==> config.mk <==
export PLATFORM = sky130hd
export DESIGN_NAME = seq_add64_iter
export DESIGN_NICKNAME = d
export VERILOG_FILES = /design/src/rtl/seq_add64_iter_pkg.sv /design/src/rtl/sixteenbit_lca.sv /design/src/rtl/seq_add64_iter.sv
export SDC_FILE = /design/constraint.sdc
export NUM_CORES = 1
export LEC_CHECK = 0
export ABC_AREA = 1
export BUFFER_PORTS_ARGS = -buffer_cell sky130_fd_sc_hd__buf_2
export CAP_MARGIN = 20
export CORE_MARGIN = 2
export CORE_UTILIZATION = 50
export CTS_BUF_LIST = sky130_fd_sc_hd__clkbuf_4 sky130_fd_sc_hd__clkbuf_8 sky130_fd_sc_hd__clkbuf_16
export DETAILED_ROUTE_END_ITERATION = 8
export PLACE_DENSITY = 0.74
export SLEW_MARGIN = 20
export SYNTH_ARGS = -nofsm -noshare
export SYNTH_HDL_FRONTEND = slang
export SYNTH_SLANG_ARGS = --single-unit
==> constraint.sdc <==
create_clock -name clk -period 8.2 [get_ports clk]
set_clock_uncertainty 0.1 [all_clocks]
set_input_delay 0.82 -clock clk [delete_from_list [all_inputs] [get_ports clk]]
set_output_delay 0.82 -clock clk [all_outputs]
set_load 0.02 [all_outputs]
==> src/rtl/seq_add64_iter_pkg.sv <==
// Shared definitions for the iterative 64-bit add/sub unit.
package seq_add64_iter_pkg;

  localparam int unsigned XLEN    = 64;
  localparam int unsigned SLICE_W = 16;

  typedef enum logic [1:0] {
    StIdle = 2'd0,
    StRun  = 2'd1,
    StDone = 2'd2
  } state_e;

  localparam logic [1:0] LAST_IDX_D = 2'd3;
  localparam logic [1:0] LAST_IDX_W = 2'd1;

  // Index of the final slice for the requested operand width.
  function automatic logic [1:0] last_idx(input logic word);
    return word ? LAST_IDX_W : LAST_IDX_D;
  endfunction

endpackage

==> src/rtl/sixteenbit_lca.sv <==
// Combinational 16-bit lookahead slice adder with group generate/propagate.
module sixteenbit_lca
  import seq_add64_iter_pkg::*;
(
  input  logic [SLICE_W-1:0] a_i,
  input  logic [SLICE_W-1:0] b_i,
  input  logic               c_i,
  output logic [SLICE_W-1:0] s_o,
  output logic               g_o,
  output logic               p_o
);

  logic [SLICE_W-1:0] gen;
  logic [SLICE_W-1:0] prop;
  logic [SLICE_W:0]   carry;
  logic               grp_g;

  // Bit carries, sum, and slice-level generate/propagate (independent of c_i).
  always_comb begin
    gen      = a_i & b_i;
    prop     = a_i ^ b_i;
    carry    = '0;
    carry[0] = c_i;
    grp_g    = 1'b0;
    for (int i = 0; i < int'(SLICE_W); i++) begin
      carry[i+1] = gen[i] | (prop[i] & carry[i]);
      grp_g      = gen[i] | (prop[i] & grp_g);
    end
    s_o = prop ^ carry[SLICE_W-1:0];
    g_o = grp_g;
    p_o = &prop;
  end

endmodule

==> src/rtl/seq_add64_iter.sv <==
// Multi-cycle 64-bit add/sub: one 16-bit slice per cycle through a shared slice adder.
module seq_add64_iter
  import seq_add64_iter_pkg::*;
(
  input  logic            clk,
  input  logic            rst,
  input  logic            in_valid,
  output logic            in_ready,
  input  logic            op_sub,
  input  logic            op_word,
  input  logic [XLEN-1:0] a,
  input  logic [XLEN-1:0] b,
  output logic            out_valid,
  input  logic            out_ready,
  output logic [XLEN-1:0] result,
  output logic            carry_out,
  output logic            overflow
);

  state_e            state_q, state_d;
  logic [1:0]        idx_q, idx_d;
  logic              carry_q, carry_d;
  logic              word_q, word_d;
  logic [XLEN-1:0]   a_q, a_d;
  logic [XLEN-1:0]   b_q, b_d;  // already inverted for subtraction
  logic [XLEN-1:0]   res_q, res_d;

  logic [SLICE_W-1:0] slice_a;
  logic [SLICE_W-1:0] slice_b;
  logic [SLICE_W-1:0] slice_s;
  logic               slice_g;
  logic               slice_p;

  // State register.
  always_ff @(posedge clk or posedge rst) begin
    if (rst) begin
      state_q <= StIdle;
    end else begin
      state_q <= state_d;
    end
  end

  // Next-state logic.
  always_comb begin
    state_d = state_q;
    unique case (state_q)
      StIdle:  if (in_valid) state_d = StRun;
      StRun:   if (idx_q == last_idx(word_q)) state_d = StDone;
      StDone:  if (out_ready) state_d = StIdle;
      default: state_d = StIdle;
    endcase
  end

  // Handshake outputs.
  always_comb begin
    in_ready  = (state_q == StIdle);
    out_valid = (state_q == StDone);
  end

  // Select the active slice of the latched operands.
  always_comb begin
    unique case (idx_q)
      2'd0:    begin slice_a = a_q[15:0];  slice_b = b_q[15:0];  end
      2'd1:    begin slice_a = a_q[31:16]; slice_b = b_q[31:16]; end
      2'd2:    begin slice_a = a_q[47:32]; slice_b = b_q[47:32]; end
      default: begin slice_a = a_q[63:48]; slice_b = b_q[63:48]; end
    endcase
  end

  sixteenbit_lca u_slice (
    .a_i (slice_a),
    .b_i (slice_b),
    .c_i (carry_q),
    .s_o (slice_s),
    .g_o (slice_g),
    .p_o (slice_p)
  );

  // Datapath next state: latch on accept, accumulate one slice per RUN cycle.
  always_comb begin
    a_d     = a_q;
    b_d     = b_q;
    word_d  = word_q;
    carry_d = carry_q;
    idx_d   = idx_q;
    res_d   = res_q;
    unique case (state_q)
      StIdle: begin
        if (in_valid) begin
          a_d     = a;
          b_d     = b ^ {XLEN{op_sub}};
          word_d  = op_word;
          carry_d = op_sub;
          idx_d   = 2'd0;
          res_d   = '0;
        end
      end
      StRun: begin
        unique case (idx_q)
          2'd0:    res_d[15:0]  = slice_s;
          2'd1:    res_d[31:16] = slice_s;
          2'd2:    res_d[47:32] = slice_s;
          default: res_d[63:48] = slice_s;
        endcase
        carry_d = slice_g | (slice_p & carry_q);
        idx_d   = idx_q + 2'd1;
      end
      default: ;
    endcase
  end

  // Datapath registers.
  always_ff @(posedge clk or posedge rst) begin
    if (rst) begin
      a_q     <= '0;
      b_q     <= '0;
      word_q  <= 1'b0;
      carry_q <= 1'b0;
      idx_q   <= 2'd0;
      res_q   <= '0;
    end else begin
      a_q     <= a_d;
      b_q     <= b_d;
      word_q  <= word_d;
      carry_q <= carry_d;
      idx_q   <= idx_d;
      res_q   <= res_d;
    end
  end

  // Result and flags; W-form sign-extends and checks bit 31.
  always_comb begin
    if (word_q) begin
      result   = {{32{res_q[31]}}, res_q[31:0]};
      overflow = (a_q[31] == b_q[31]) & (res_q[31] != a_q[31]);
    end else begin
      result   = res_q;
      overflow = (a_q[63] == b_q[63]) & (res_q[63] != a_q[63]);
    end
    carry_out = carry_q;
  end

endmodule

==> results of run 1 <==
## per-stage QoR
step / utilization (%) / hold WS, ns / cell area [um^2]
2_1_floorplan: - / 0.343 / 10100
3_3_place_gp: 56.0 / 0.356 / 11000
3_5_place_dp: 56.0 / 0.365 / 11000
4_1_cts: 59.2 / 0.383 / 11600
5_1_grt: 59.3 / 0.403 / 11600
6_report: 59.3 / 0.381 / 11600
## path summary, 6_finish.rpt
| check | endpoint | slack, ns | cells past startpoint | from |
|---|---|---|---|---|
| min reg2reg | res_q[15] | 0.38 | 2 | res_q[15] |
| max in group asynchronous | res_q[50] | 6.09 | 3 | rst |
| min in group asynchronous | a_q[43] | 0.44 | 2 | rst |
| max | res_q[14] | 0.31 | 22 | idx_q[1] |
| max reg2reg | res_q[14] | 0.31 | 22 | idx_q[1] |
| min | res_q[15] | 0.38 | 2 | res_q[15] |
## layer usage
layer	up-vias	global-route usage [%]	part of all wire [%]
li1	4021	-	-
met1	3780	35.4	46
met2	307	38.1	45
met3	38	4.23	5.9
met4	0	8.24	2.8
met5	-	0	0
## state kept, by name (all words and copies together), names as in the netlist
| register | flops |
|---|---|
| word_q | 1 |
| state_q | 2 |
| b_q | 64 |
| carry_out | 1 |
| a_q | 64 |
| res_q | 64 |
| idx_q | 2 |
## cells in the final DEF, fill, tap and decap left out, drive strengths merged
master    instances
nand2           465
buf             215
dfrtp           198
o21ai           161
inv              79
xnor2            65
o22ai            29
a22o             20
ha               20
clkbuf           19
fa               15
or2              14
a21oi            10
nor2              9
nand3             6
clkinvlp          3
a31oi             2
bufinv            2
clkinv            2
nand4             1
nor4              1
nor3              1
a32oi             1
a211oi            1
## report_power, final
part | switching (mW) | total (mW) | internal [mW]
combinational | 1.88 | 2.87 | 0.991
sequential | 0.258 | 1.68 | 1.42
clock | 0.399 | 0.873 | 0.473
total | 2.53 | 5.42 | 2.88
## area by class of cell
| type | instances | area [um^2] | area share [%] |
|---|---|---|---|
| flip-flops and latches | 198 | 4960 | 42.6 |
| repair buffers | 215 | 1110 | 9.58 |
| clock inverters | 13 | 163 | 1.40 |
| clock buffers | 19 | 447 | 3.84 |
| inverters | 73 | 283 | 2.43 |
| multi-input cells | 821 | 4330 | 37.3 |
| well taps | 265 | 332 | 2.85 |
## critical path, cell delays in order, from the launching register on
cell	delay, ns
dfrtp_2	0.45
inv_1	0.10
ha_2	0.22
a22o_1	0.14
o22ai_1	0.11
fa_2	0.39
fa_1	0.47
fa_2	0.42
fa_1	0.47
fa_2	0.41
fa_2	0.41
fa_2	0.40
fa_2	0.41
fa_1	0.46
fa_2	0.42
fa_1	0.46
fa_2	0.41
fa_2	0.40
fa_1	0.41
inv_1	0.09
fa_1	0.40
nand2_2	0.10
o21ai_0	0.09
## kinds of logic (layout without fill, tap and decap cells)
family / count (synthesis) / in the layout / synth area share (%)
adder cells (fa/ha/maj): 35 / 35 / 5.48
flip-flops: 198 / 198 / 49.3
XOR/XNOR: 65 / 65 / 5.67
AND/OR/NAND/NOR: 497 / 497 / 19.1
AO/OA/AOI/OAI: 224 / 224 / 12.4
buffers and inverters: 176 / 320 / 8.06
==> summary.txt, run 1 <==
Hold_buf cts: 0
Worst-Margin Slew: 1.02 ns
Drt total wl: 25700 um
Die Wd: 146 um
Die height: 146 um
Number of vias per cell: 5.08
#FFs+latches synth: 198
Post-cts resize count: 5
Crit. End Element: flip-flop
Clock Latency Late Sink: 0.44 ns
Core Area: 19600 um^2
First-pass GRT wire length: 41200 um
Ant diodes: 0
Yosys warnings: 0
PwrDens: 466 nW/um^2
Drt initial violations: 657
CTS tree: yes
Worst setup SP type: flip-flop
Syn_nets: 1364
Leakage: 6.15 nW
Total gr overflow: 0
Residual DRC: 0
Period utilisation layout: 96.3%
Critical path class: flip-flop to flip-flop
Largest net degree at the start of global routing: 123
Final TNS setup: 0 ns
Tmin final: 7.89 ns
Total power: 5.42 mW
Filler cells: 1784
HPWL after DPL: 18500 um
Predominant post-synthesis flop cell: dfrtp_1
DIE AREA: 21200 um^2
Cells after Synth: 1195
Worst Hold Class: flip-flop to flip-flop
Final setup violation count: 0
Post-synth EDFFs: 0
Starting density of the core: 51.3%
H-Tree Depth: 4
WP data arrival: 8.08 ns
Via count: 8146
Placed insts: 1572
Non-Filler Instances: 1604
Register area share after synthesis: 49.3%
FMAX: 127 MHz
Most frequent cells after synthesis: 465 x nand2_1, 198 x dfrtp_1, 99 x o21ai_0
Setup bufs post-CTS: 0
Top cells by area, synth: dfrtp_1 49%, nand2_1 17%, xnor2_1 5.7%
Bufs on Longest Clock Path: 2
Unique cell type count in the Yosys netlist: 27
Area Overhead vs Synth: 15.8%
Total Routing Usage GR: 24.6%
I/O pin count: 202
NumNets Final: 1495
Max transition margin: 31.9%
Synthesized cell area: 10000 um^2
Syn avg cell area: 8.40 um^2
Post-route ant nets: 0
Layout cells sized above 1: 20.9%
Leading area contributor after synthesis: dfrtp_1
Post-synth top area share: 49.3%
Pre-CTS setup slack: -0.195 ns
Async set-reset flop share out of synthesis: 100%
Reg clk slew, reported paths: 0.07 ns
Endpoints failing hold: 0
Number of global-route vias before repair: 7841
Crit-path max FO: 4
Peak VDD IR: 0.000245 V
Total CTS buffers: 17
Initial antenna violation count: 0
Wire per inst: 16.0 um
Required time of the critical path: 8.39 ns
PortBufs: 201
Status: finished, final reports clean
Final setup margin: 0.305 ns
Gpl congestion: 0.900
Final Max Tran Viols: 0
Maximum capacitance violations: 0
RSZ-0062 raised after global routing: false
CTS sink count: 198
Root buffer cell: clkbuf_16
Pre-Repair DR Iteration Count: 5
Cell Rows: 51
Top-count cell post-synth: nand2_1
No activity file was read; power rests on OpenSTA's default activity.
==> run 2, diff against run 1 <==
--- a/config.mk
+++ b/config.mk
@@ -8,11 +8,13 @@
 export ABC_AREA = 1
 export BUFFER_PORTS_ARGS = -buffer_cell sky130_fd_sc_hd__buf_2
 export CAP_MARGIN = 20
+export CELL_PAD_IN_SITES_DETAIL_PLACEMENT = 0
+export CELL_PAD_IN_SITES_GLOBAL_PLACEMENT = 1
 export CORE_MARGIN = 2
-export CORE_UTILIZATION = 50
+export CORE_UTILIZATION = 37
 export CTS_BUF_LIST = sky130_fd_sc_hd__clkbuf_4 sky130_fd_sc_hd__clkbuf_8 sky130_fd_sc_hd__clkbuf_16
 export DETAILED_ROUTE_END_ITERATION = 8
-export PLACE_DENSITY = 0.74
+export PLACE_DENSITY = 0.73
 export SLEW_MARGIN = 20
 export SYNTH_ARGS = -nofsm -noshare
 export SYNTH_HDL_FRONTEND = slang
==> constraint.sdc (replaced) <==
create_clock -name clk -period 8.2 [get_ports clk]
set_clock_uncertainty 0.1 [all_clocks]
set_input_delay 2.05 -clock clk [delete_from_list [all_inputs] [get_ports clk]]
set_output_delay 2.05 -clock clk [all_outputs]
set_load 0.02 [all_outputs]
==> run 2 against run 1 <==
  * Utilization shrank 16 points
  * Flip-flop and latch count is the same
  * Clock-buffer cell count is the same
  * Routed wire length grew 5.5%
  * Clock power shrank 3.9%
  * Sequential power is essentially flat
  * Sequential share of layout area shrank 0.20 points
  * Worst setup slack gained 0.028 ns
  * First-iteration DRC count shrank 4.7%
==> summary.txt, run 2 (synthesized netlist as in run 1, its figures left out) <==
Total CTS buffers: 17 (unchanged)
CTS sink count: 198 (unchanged)
Leakage: 6.14 nW (-0.10%)
Initial antenna violation count: 0 (unchanged)
Leading cell types in the layout, fill and taps excluded: 462 x nand2_1, 200 x buf_2, 198 x dfrtp_1, 99 x o21ai_0, 66 x inv_1
Hold Path Origin: a_q[14]
Core Area: 26800 um^2 (+37%)
FMAX: 127 MHz (+0.36%)
Critical path class: flip-flop to flip-flop
Tmin final: 7.87 ns (-0.0283 ns)
Clock Latency Late Sink: 0.43 ns (about the same)
Combinational power share: 53.1% (about the same)
Number of vias per cell: 4.77 (-6.1%)
CP max-delay cell: fa_1
Reg2reg setup slack: 0.33 ns (+0.03 ns)
CTS tree: yes
Worst setup path start: idx_q[0]
Worst-Margin Slew: 0.995 ns (-0.0249 ns)
Internal: 2.88 mW (-0.21%)
Psw: 2.51 mW (-0.97%)
Reg clk slew, reported paths: 0.07 ns (about the same)
WP data arrival: 8.04 ns (-0.04 ns)
Slowest cell delay on critical path: 0.47 ns (about the same)
Worst setup SP type: flip-flop
Sequential cell area: 4950 um^2 (about the same)
Root buffer cell: clkbuf_16
Bufs on Longest Clock Path: 2 (unchanged)
Layout cells sized above 1: 20.8% (-0.12 points)
Worst Hold Class: flip-flop to flip-flop
Final setup violation count: 0 (unchanged)
Clock power share: 15.6% (-0.5 points)
Pre-CTS setup slack: -0.255 ns (-0.0596 ns)
Filler cells: 2769 (+55%)
Crit-path cells: inv_2 > ha_2 > a22o_1 > o22ai_1 > fa_2 > fa_1 > fa_2 > fa_2 > fa_2 > fa_2 > fa_2 > fa_1 > fa_1 > fa_2 > fa_2 > fa_2 > fa_2 > fa_1 > inv_1 > fa_1 > nand2_2 > o21ai_0
Final Util: 43.6% (-16 points)
Total power: 5.39 mW (-0.56%)
RSZ-0062 raised after global routing: false
Maximum capacitance violations: 0 (unchanged)
Crit-path max FO: 4 (unchanged)
Largest net degree at the start of global routing: 127 (+3.3%)
Pre-Repair DR Iteration Count: 5 (unchanged)
NumNets Final: 1496 (+0.067%)
Gpl congestion: 0.919 (+2.1%)
Period utilisation layout: 95.9% (-0.35 points)
Drt initial violations: 626 (-4.7%)
Drt total wl: 27100 um (+5.5%)
Total gr overflow: 0 (unchanged)
Final setup margin: 0.333 ns (+0.0283 ns)
Hold WS: 0.384 ns (+0.00303 ns)
Residual DRC: 0 (unchanged)
Final TNS setup: 0 ns (unchanged)
Reg2reg start: idx_q[0]
PortBufs: 201 (unchanged)
Wire per inst: 16.2 um (+0.85%)
Via count: 7998 (-1.8%)
Hold_buf cts: 0 (unchanged)
Status: finished, final reports clean
Area Overhead vs Synth: 16.3%
Most common cell after layout, fill and taps aside: nand2_1
Post-route ant nets: 0 (unchanged)
DP Area: 11100 um^2 (+0.93%)
Starting density of the core: 37.5% (-14 points)
Cell Rows: 60 (+18%)
First-pass GRT wire length: 43500 um (+5.7%)
H-Tree Depth: 4 (unchanged)
Setup bufs post-CTS: 0 (unchanged)
CP most frequent cell: fa_2
Die Wd: 169 um (+16%)
Placed insts: 1649 (+4.9%)
Area occupied by multi-input gates: 4330 um^2 (-0.17%)
Non-Filler Instances: 1678 (+4.6%)
Die height: 169 um (+16%)
Crit. End Element: flip-flop
Seq pwr share: 31.3% (+0.4 points)
Peak VDD IR: 0.000164 V (-33%)
Total Routing Usage GR: 19.7% (-4.9 points)
Biggest regs: a_q (64), b_q (64), res_q (64)
PwrDens: 461 nW/um^2 (-1.0%)
Sw Ratio: 46.6% (-0.19 points)
Required time of the critical path: 8.37 ns (-0.02 ns)
Ant diodes: 0 (unchanged)
I/O pin count: 202 (unchanged)
HPWL after DPL: 20200 um (+9.2%)
Max transition margin: 33.7% (+1.8 points)
DIE AREA: 28500 um^2 (+34%)
Endpoints failing hold: 0 (unchanged)
Final Max Tran Viols: 0 (unchanged)
Final Instance Area: 11700 um^2 (+0.44%)
Number of global-route vias before repair: 8007 (+2.1%)
[run 2: changes by cell type in the layout (fill, tap and decap cells not counted), sizes merged]
cell,previous run,this run
buf,215,216
inv,79,77
clkinvlp,3,1
clkinv,2,3
[run 2: what timing repair did]
item                                   CTS  global route
endpoints found under the hold margin    0             0
setup endpoints to repair               12             8
gates resized for setup                  6             7
pin swaps                                0             0
[run 2: area by class of cell]
type / count / share of cell area [%]
sequential: 198 / 42.4
multi-input combinational: 821 / 37.0
timing repair buffer: 216 / 9.60
clock buffer: 19 / 3.83
tap: 341 / 3.65
inverter: 73 / 2.41
clock inverter: 10 / 1.04
[run 2: worst max-delay path, delay by kind of cell, from the launching register on]
kind            cells  cell delay, ns
fa+ha+maj          16            6.51
flops               1            0.43
simple gates        1            0.11
compound gates      3            0.36
buf+inv             2            0.18
[run 2: power by group through the flow]
stage | combinational, mW | clock [mW] | sequential [mW]
2_1_floorplan | 2.10 | 0 | 1.60
3_3_place_gp | 2.84 | 0 | 1.69
3_5_place_dp | 2.88 | 0 | 1.70
4_1_cts | 2.91 | 0.853 | 1.68
5_1_grt | 3.30 | 0.898 | 1.73
6_report | 2.86 | 0.839 | 1.68
[run 2: metal layers]
metal | up-vias | track usage (%) | wire length, um
met4 | 0 | 4.65 | 419
met2 | 205 | 30.2 | 11900
li1 | 4020 | - | -
met1 | 3745 | 29.1 | 13500
met5 | - | 0 | 0
met3 | 28 | 3.41 | 1360
[run 2: final timing paths]
path / endpoint / cells past startpoint
worst min register to register: a_q[14] / 2
max in group asynchronous: a_q[49] / 3
min in group asynchronous: a_q[43] / 2
worst max register to register: res_q[14] / 22
worst max-delay path: res_q[14] / 22
worst min-delay path: a_q[14] / 2
